===== config.mk =====
export PLATFORM = sky130hd
export DESIGN_NAME = ternary_mac_vec
export DESIGN_NICKNAME = d
export VERILOG_FILES = /design/src/rtl/ternary_mac_vec.sv
export SDC_FILE = /design/constraint.sdc
export NUM_CORES = 1
export LEC_CHECK = 0
export ABC_CLOCK_PERIOD_IN_PS = 7900
export BUFFER_PORTS_ARGS = -buffer_cell sky130_fd_sc_hd__buf_2
export CAP_MARGIN = 40
export CORE_MARGIN = 2
export CORE_UTILIZATION = 51
export CTS_CLUSTER_DIAMETER = 150
export CTS_CLUSTER_SIZE = 30
export DETAILED_ROUTE_END_ITERATION = 6
export HOLD_SLACK_MARGIN = 0.1
export PLACE_DENSITY = 0.76
export SLEW_MARGIN = 20
export SYNTH_ARGS = -nofsm -noshare
export SYNTH_HDL_FRONTEND = slang
export SYNTH_SLANG_ARGS = --single-unit

===== constraint.sdc =====
create_clock -name clk -period 7.9 [get_ports clk]
set_input_delay 1.185 -clock clk [delete_from_list [all_inputs] [get_ports clk]]
set_output_delay 1.185 -clock clk [all_outputs]
set_load 0.005 [all_outputs]

===== src/rtl/ternary_mac_vec.sv =====
// ternary_mac_vec: multi-lane ternary dot-product MAC with pass/accumulate modes, saturation and back-pressure.
// Define TERNARY_MAC_VEC_ZSKIP_CNT_EN to build the zero-weight lane counter; otherwise zero_skip_cnt is tied to 0.
module ternary_mac_vec #(
   parameter int LANES       = 4,
   parameter int ACT_BITS    = 16,
   parameter int ACC_BITS    = 32,
   parameter int PIPE_STAGES = 2
) (
   input  logic                         clk,
   input  logic                         rst_n,
   input  logic                         clear,
   input  logic                         in_valid,
   output logic                         in_ready,
   input  logic                         in_mode,
   input  logic                         in_last,
   input  logic [LANES*ACT_BITS-1:0]    activation,
   input  logic [LANES*2-1:0]           weight,
   input  logic signed [ACC_BITS-1:0]   psum_in,
   output logic                         out_valid,
   input  logic                         out_ready,
   output logic signed [ACC_BITS-1:0]   psum_out,
   output logic                         sat_flag,
   output logic [31:0]                  zero_skip_cnt
);

   localparam int PROD_W = ACT_BITS + 1;
   localparam int DOT_W  = ACT_BITS + $clog2(LANES) + 1;
   localparam int SUM_W  = ACC_BITS + 1;

   function automatic logic sat_hit(input logic signed [SUM_W-1:0] v);
      return v[SUM_W-1] != v[SUM_W-2];
   endfunction

   function automatic logic signed [ACC_BITS-1:0] sat_acc(input logic signed [SUM_W-1:0] v);
      if (v[SUM_W-1] != v[SUM_W-2])
         return v[SUM_W-1] ? {1'b1, {(ACC_BITS-1){1'b0}}} : {1'b0, {(ACC_BITS-1){1'b1}}};
      return v[ACC_BITS-1:0];
   endfunction

   logic                        rdy_en;
   logic                        stall;
   logic                        accept;
   logic signed [PROD_W-1:0]    prod_p0 [LANES];

   logic                        vld_p1;
   logic                        mode_p1;
   logic                        last_p1;
   logic signed [ACC_BITS-1:0]  psum_p1;
   logic signed [PROD_W-1:0]    prod_p1 [LANES];

   logic signed [DOT_W-1:0]     dot_p1;
   logic signed [ACC_BITS-1:0]  base_p1;
   logic signed [SUM_W-1:0]     sum_p1;
   logic signed [ACC_BITS-1:0]  res_p1;
   logic                        clamp_p1;
   logic                        emit_p1;
   logic signed [ACC_BITS-1:0]  acc;

   // in_ready stays low until the first edge after reset release
   always_ff @(posedge clk or negedge rst_n) begin
      if (!rst_n) rdy_en <= 1'b0;
      else        rdy_en <= 1'b1;
   end

   assign stall    = out_valid && !out_ready;
   assign in_ready = rdy_en && !stall && !clear;
   assign accept   = in_valid && in_ready;

   // Stage 0: ternary decode, exact negation thanks to the extra product bit
   always_comb begin
      for (int i = 0; i < LANES; i++) begin
         case (weight[2*i +: 2])
            2'b00:   prod_p0[i] = -(PROD_W'($signed(activation[i*ACT_BITS +: ACT_BITS])));
            2'b10:   prod_p0[i] = PROD_W'($signed(activation[i*ACT_BITS +: ACT_BITS]));
            default: prod_p0[i] = '0;
         endcase
      end
   end

   generate
      if (PIPE_STAGES == 2) begin : g_pipe2
         // Stage 1: registered lane products and beat side-band
         always_ff @(posedge clk or negedge rst_n) begin
            if (!rst_n)      vld_p1 <= 1'b0;
            else if (clear)  vld_p1 <= 1'b0;
            else if (!stall) vld_p1 <= accept;
         end

         always_ff @(posedge clk) begin
            if (!stall) begin
               prod_p1 <= prod_p0;
               psum_p1 <= psum_in;
               mode_p1 <= in_mode;
               last_p1 <= in_last;
            end
         end
      end else begin : g_pipe1
         always_comb begin
            vld_p1  = accept;
            prod_p1 = prod_p0;
            psum_p1 = psum_in;
            mode_p1 = in_mode;
            last_p1 = in_last;
         end
      end
   endgenerate

   // Stage 2: adder tree, final add against psum_in or the running sum, saturation
   always_comb begin
      dot_p1 = '0;
      for (int i = 0; i < LANES; i++)
         dot_p1 = dot_p1 + DOT_W'(prod_p1[i]);
      base_p1  = mode_p1 ? acc : psum_p1;
      sum_p1   = SUM_W'(base_p1) + SUM_W'(dot_p1);
      res_p1   = sat_acc(sum_p1);
      clamp_p1 = sat_hit(sum_p1);
      emit_p1  = vld_p1 && (!mode_p1 || last_p1);
   end

   always_ff @(posedge clk or negedge rst_n) begin
      if (!rst_n) begin
         out_valid <= 1'b0;
         psum_out  <= '0;
         acc       <= '0;
         sat_flag  <= 1'b0;
      end else if (clear) begin
         out_valid <= 1'b0;
         psum_out  <= '0;
         acc       <= '0;
         sat_flag  <= 1'b0;
      end else if (!stall) begin
         out_valid <= emit_p1;
         if (emit_p1)
            psum_out <= res_p1;
         if (vld_p1 && clamp_p1)
            sat_flag <= 1'b1;
         // Pass-mode beats leave the running sum alone so groups may interleave
         if (vld_p1 && mode_p1)
            acc <= last_p1 ? '0 : res_p1;
      end
   end

`ifdef TERNARY_MAC_VEC_ZSKIP_CNT_EN
   logic [31:0] zeros_p0;
   logic [31:0] zcnt;

   // Weight codes 01 and 11 are the zero lanes, so bit 0 alone identifies them
   always_comb begin
      zeros_p0 = '0;
      for (int i = 0; i < LANES; i++)
         zeros_p0 = zeros_p0 + 32'(weight[2*i]);
   end

   always_ff @(posedge clk or negedge rst_n) begin
      if (!rst_n)      zcnt <= '0;
      else if (clear)  zcnt <= '0;
      else if (accept) zcnt <= zcnt + zeros_p0;
   end

   assign zero_skip_cnt = zcnt;
`else
   assign zero_skip_cnt = 32'd0;
`endif

endmodule

==> results.cfg, run 1 <==
[detailed_routing]
drtIter0Drc = 587
drc = 0
wl_um = 26500
ant_nets = 0
vias = 8686
firstDrtPassIters = 5
wire_per_inst_um = 16.6
vias_per_cell = 5.44

[worst_setup_path]
path_buf_inv = 3
reg2reg_depth = 17
cp_max_fo = 22
slowest_delay_ns = 0.60
path_class = flop to flop
worstSetupEndpoint = psum_out[18]$_DFFE_PN0P_
regToRegStartpoint = prod_p1[1]$_DFFE_PN_
path_depth = 17
cpMaxStageDelayCell = fa_1
crit_start = prod_p1[1]$_DFFE_PN_
cp.required_ns = 8.26
cp-start-kind = flop
path_common_cell = fa_1
worst_path_dominant_cell_family = adder cells
r2r_slack_ns = 2.57
arrival_ns = 5.69
r2r-end = psum_out[18]$_DFFE_PN0P_
cp-end-kind = flop
path_cells = inv_1 > fa_1 > fa_1 > fa_1 > inv_1 > ha_1 > inv_1 > fa_1 > and2b_1 > o2111ai_1 > a21boi_2 > a211oi_2 > o41ai_4 > o31ai_2 > o21ai_2 > and2_4 > a22o_2

[finish]
nets = 1511
drive_above_1_share_pct = 18.8
area_delta_synth_final_pct = 12.5
final_common_cell = inv_1
fillCellCount = 1933
final_cell_mix = inv_1, buf_2, edfxtp_1

[clock_tree]
postCtsSetupBuffers = 0
cts-root-buf = clkbuf_16
clock_latency_ns = 0.43
clk_path_buf_depth = 2
cts_buffers = 17
clkSlewWorstSetupHoldPaths_ns = 0.06
cts_resized = 0
cts.htree.levels = 4
cts_tree = done
clock-sinks = 170
hold_buffers = 0

[synthesis]
ys_seq_elements = 170
synth_cell_type_count = 71
synth_area_per_cell_um2 = 10.0
yosys.area.top_type_share_pct = 26.2
synth_cells = 1167
yosysSeqAreaShare_pct = 40.7
synth_area_leader_cell = edfxtp_1
synth_area_um2 = 11700
postSynth.asyncResetShare_pct = 40.0
synth_edf_count = 102
synth_ff_type = edfxtp_1
yosys-top-cells-area = edfxtp_1, dfrtp_1, fa_1, inv_1, ha_1
yosysWarnings = 0

[sta]
relSlewSlack_pct = 50.1
post-route-min-period_ns = 5.33
clock_skew_ns = 0.0113
final_hold_viol_count = 0
tightest_slew_ns = 0.739
fin_setup_tns_ns = 0
grt_setup_unrepaired = false
fmax_mhz = 187
report.final.slew_viol_count = 0
period_share_pct = 67.5
setup_viol = 0
worst_slack_ns = 2.57

[floorplan]
core-area_um2 = 22600
num_rows = 55
initial_utilization_pct = 51.9
die_w_um = 156
io_pins = 178
die_y_um = 156
die-area_um2 = 24200

[global_route]
grt_max_degree = 69
grt_usage_pct = 22.5
grt_pass1_vias = 8470
grt_pass1_wl_um = 42800
antenna_found_initial = 0
overflow = 0

[place]
hpwl_um = 20100
gp_congestion = 0.912
post-place-ws_ns = 2.65
io_buffer_count = 145

[flow_run]
drv_cap = 0

[hold_path]
hp-class = flop to flop

[power_and_ir_drop]
p_leak_nw = 6.36
peakVddDrop_mv = 0.187
power_density_nw_per_um2 = 305

[outcome]
status = finished, final reports clean
-- how the worst min path moves through the flow --
stage | start | to | slack (ns) | cells past startpoint
final | psum_out[27]$_DFFE_PN0P_ | psum_out[27]$_DFFE_PN0P_ | 0.48 | 2
after global routing | psum_out[27]$_DFFE_PN0P_ | psum_out[27]$_DFFE_PN0P_ | 0.52 | 2
after CTS | psum_out[27]$_DFFE_PN0P_ | psum_out[27]$_DFFE_PN0P_ | 0.49 | 2
after detailed placement | psum_out[27]$_DFFE_PN0P_ | psum_out[27]$_DFFE_PN0P_ | 0.48 | 2
after global placement | acc[28]$_DFFE_PN0P_ | acc[28]$_DFFE_PN0P_ | 0.46 | 2
after floorplan | acc[0]$_DFFE_PN0P_ | acc[0]$_DFFE_PN0P_ | 0.44 | 2
-- power by group --
group          internal, mW  switching [mW]
combinational         0.776            1.30
sequential             1.03          0.0469
clock                 0.481           0.376
-- flip-flops by register name, indices dropped and copies added (netlist names) --
name	flops
last_p1	1
prod_p1	68
sat_flag	1
out_valid	1
psum_out	32
vld_p1	1
acc	32
psum_p1	32
mode_p1	1
rdy_en	1
-- cells in the mapped netlist (all sizes together) (13+ instances only) --
library cell  count
a21o             16
a21oi            87
a22o             46
a31oi            14
buf              44
clkbuf           30
dfrtp            68
edfxtp          102
fa               66
ha               37
inv             189
mux2i            35
nand2            70
nor2             85
nor3             21
nor4             16
o21ai            66
or3              30
xnor2            42
xor2             13
-- per-layer routing --
| layer | up-vias | global-route usage [%] | part of all wire, % |
|---|---|---|---|
| met5 | - | 0 | 0 |
| met4 | 0 | 6.12 | 1.9 |
| met3 | 33 | 3.93 | 6.0 |
| met2 | 287 | 37.5 | 47 |
| met1 | 4180 | 30.7 | 45 |
| li1 | 4186 | - | - |
-- stage by stage --
step                instance area [um2]  hold WS, ns  utilization (%)  cells  power, mW
CTS                               13100        0.493             58.2   1594       4.02
global route                      13200        0.519             58.3   1595       4.35
floorplan                         11800        0.444                -   1198       2.71
detailed placement                12500        0.478             55.6   1562       3.15
finish                            13200        0.483             58.3   1596       4.02
global placement                  12500        0.464             55.4   1559       3.10
-- cells by family after synthesis --
| logic type | count (synthesis) | synth area share, % |
|---|---|---|
| buf+inv | 264 | 10.1 |
| mux | 37 | 3.18 |
| simple gates | 264 | 11.1 |
| other cells | 2 | 0.0641 |
| flops | 170 | 40.7 |
| fa+ha+maj | 103 | 15.2 |
| compound gates | 272 | 15.5 |
| xor+xnor | 55 | 4.18 |
-- tightest hold or removal path, cell delays in order (launching register included) --
cell     delay [ns]
dfrtp_1        0.34
nand2_1        0.05
o21ai_0        0.06
-- area by class of cell --
class                      count  area, um2  area share [%]
timing repair buffer         155        837            6.36
multi-input combinational    764       5900            44.8
tap                          285        357            2.71
sequential                   170       4760            36.2
inverter                     189        709            5.39
clock buffer                  20        479            3.64
clock inverter                12        120           0.912
antenna                        1       2.50          0.0190
Note: power is estimated with default switching activity, not from simulation.
==> inputs of run 2 (changes only) <==
--- a/config.mk
+++ b/config.mk
@@ -5,7 +5,7 @@
 export SDC_FILE = /design/constraint.sdc
 export NUM_CORES = 1
 export LEC_CHECK = 0
-export ABC_CLOCK_PERIOD_IN_PS = 7900
+export ABC_CLOCK_PERIOD_IN_PS = 4500
 export BUFFER_PORTS_ARGS = -buffer_cell sky130_fd_sc_hd__buf_2
 export CAP_MARGIN = 40
 export CORE_MARGIN = 2
@@ -14,7 +14,7 @@
 export CTS_CLUSTER_SIZE = 30
 export DETAILED_ROUTE_END_ITERATION = 6
 export HOLD_SLACK_MARGIN = 0.1
-export PLACE_DENSITY = 0.76
+export PLACE_DENSITY = 0.79
 export SLEW_MARGIN = 20
 export SYNTH_ARGS = -nofsm -noshare
 export SYNTH_HDL_FRONTEND = slang
==> constraint.sdc (replaced) <==
create_clock -name clk -period 4.5 [get_ports clk]
set_input_delay 0.675 -clock clk [delete_from_list [all_inputs] [get_ports clk]]
set_output_delay 0.675 -clock clk [all_outputs]
set_load 0.005 [all_outputs]
==> run 2 against run 1 <==
Critical path depth rose by 2. Largest power group unchanged. Register-to-register slack got worse by 2.7 ns. Clock power rose by 74%. Core utilization rose by 5.4 points. The run now ends with setup timing left. First-iteration DRC count rose by 37%. Die area did not move. Wire length rose by 7.2%. Via count rose by 6.3%. Worst setup slack got worse by 2.7 ns. Total power rose by 120%.
==> results.cfg, run 2 (synthesis gave the netlist of run 1 again) <==
[worst_setup_path]
arrival_ns = 5.03
path_common_cell = fa_1
cp.required_ns = 4.88
slowest_delay_ns = 0.56
path_class = flop to flop
cpMaxStageDelayCell = fa_1
r2r_slack_ns = -0.15
worst_path_dominant_cell_family = adder cells
cp-end-kind = flop
cp-start-kind = flop
path_cells = inv_2 > fa_1 > fa_1 > fa_1 > inv_1 > ha_2 > inv_2 > fa_2 > and2b_1 > o2111ai_2 > a21boi_2 > a211oi_2 > o41ai_4 > buf_4 > o31ai_4 > or3_4 > buf_12 > o21ai_2 > a22o_2
path_buf_inv = 5
cp_max_fo = 6

[detailed_routing]
drtIter0Drc = 807
wl_um = 28400
wire_per_inst_um = 16.9
firstDrtPassIters = 5
ant_nets = 0
drc = 0
vias_per_cell = 5.49
vias = 9237

[finish]
fin_area_um2 = 14400
final_util_pct = 63.8
final_cell_mix = inv_1, buf_2, edfxtp_1
final_common_cell = inv_1
area_delta_synth_final_pct = 23.0
nets = 1597
largest_register = prod_p1
insertedDiodeCount = 0
final-seq-area_um2 = 4760
multiInputGateArea_um2 = 6360
largest_reg_flops = 68
drive_above_1_share_pct = 28.3
fillCellCount = 1760

[sta]
relSlewSlack_pct = 43.9
report.final.slew_viol_count = 0
period_share_pct = 103
worst_slack_ns = -0.154
setup_viol = 59
fmax_mhz = 215
clock_skew_ns = 0.0140
hold_ws_ns = 0.308
post-route-min-period_ns = 4.65
final_hold_viol_count = 0
grt_setup_unrepaired = true
tightest_slew_ns = 0.840

[floorplan]
num_rows = 55
die-area_um2 = 24200
initial_utilization_pct = 51.9
die_w_um = 156
die_y_um = 156
core-area_um2 = 22600
io_pins = 178

[global_route]
grt_pass1_wl_um = 45300
overflow = 0
grt_pass1_vias = 9060
antenna_found_initial = 3
grt_max_degree = 51
grt_usage_pct = 23.8

[hold_path]
hp-class = primary input to async pin

[clock_tree]
cts_buffers = 17
cts-root-buf = clkbuf_16
clock_latency_ns = 0.45
clk_path_buf_depth = 2
clock-sinks = 170
cts_tree = done
cts.htree.levels = 4
clkSlewWorstSetupHoldPaths_ns = 0.07
hold_buffers = 0

[outcome]
violations = setup timing
status = complete, but fails checks

[place]
hpwl_um = 21400
dpl-instance-area_um2 = 13300
io_buffer_count = 145
gp_congestion = 0.892
post-place-ws_ns = -0.207

[flow_run]
drv_cap = 0

[power_and_ir_drop]
peakVddDrop_mv = 0.418
total_power_mw = 8.90
power_density_nw_per_um2 = 618
p_leak_nw = 6.90
[run 2: cell types whose count changed in the layout (fill, tap and decap cells not counted), sizes merged]
cell	previous run	this run
clkinv	2	3
bufinv	1	0
clkinvlp	0	2
clkbuf	20	18
buf	155	240
diode	1	0
inv	198	199
[run 2: through the flow]
step	cells	TNS (ns)
floorplan	1198	-4.01
global placement	1637	-0.673
detailed placement	1639	-9.42
CTS	1676	-3.73
global route	1681	-18.18
finish	1681	-5.33
[run 2: path summary, 6_finish.rpt]
path                                         start                 endpoint  cells after the start
max in group asynchronous                    rst_n      acc[15]$_DFFE_PN0P_                      2
min in group clk                        psum_in[7]     psum_p1[7]$_DFFE_PN_                      1
max reg2reg                   prod_p1[1]$_DFFE_PN_  psum_out[9]$_DFFE_PN0P_                     19
max                           prod_p1[1]$_DFFE_PN_  psum_out[9]$_DFFE_PN0P_                     19
min                                          rst_n       acc[0]$_DFFE_PN0P_                      1
min reg2reg                psum_out[0]$_DFFE_PN0P_  psum_out[0]$_DFFE_PN0P_                      2
[run 2: cell type report]
| class | instances | area share [%] |
|---|---|---|
| clock buffer | 17 | 2.96 |
| clock inverter | 15 | 1.18 |
| inverter | 189 | 4.95 |
| multi-input combinational | 764 | 44.2 |
| sequential | 170 | 33.1 |
| tap | 285 | 2.48 |
| timing repair buffer | 241 | 11.1 |
[run 2: power by group]
| part | internal, mW | switching, mW |
|---|---|---|
| sequential | 1.81 | 0.0789 |
| combinational | 2.54 | 2.99 |
| clock | 0.753 | 0.734 |
| total | 5.10 | 3.80 |
[run 2: layer usage]
metal / GRT usage, % / wire length, um / vias up
met1: 31.0 / 12000 / 4437
met3: 5.10 / 1890 / 64
li1: - / - / 4359
met2: 39.7 / 13600 / 373
met4: 8.13 / 807 / 4
met5: 0 / 27 / -
[run 2: worst reg2reg max path, cell delays in order, from the launching register on]
cell and delay, ns:
edfxtp_1 0.34, inv_2 0.04, fa_1 0.56, fa_1 0.45, fa_1 0.48, inv_1 0.07
ha_2 0.19, inv_2 0.04, fa_2 0.32, and2b_1 0.23, o2111ai_2 0.13, a21boi_2 0.20
a211oi_2 0.12, o41ai_4 0.28, buf_4 0.20, o31ai_4 0.07, or3_4 0.46, buf_12 0.17
o21ai_2 0.08, a22o_2 0.16
[run 2: repair_timing]
action                     in CTS  in global routing
pin swaps                       9                 17
gates resized for setup        52                 45
cloned                          0                  1
setup endpoints to repair      63                 63
setup buffers                   6                  3
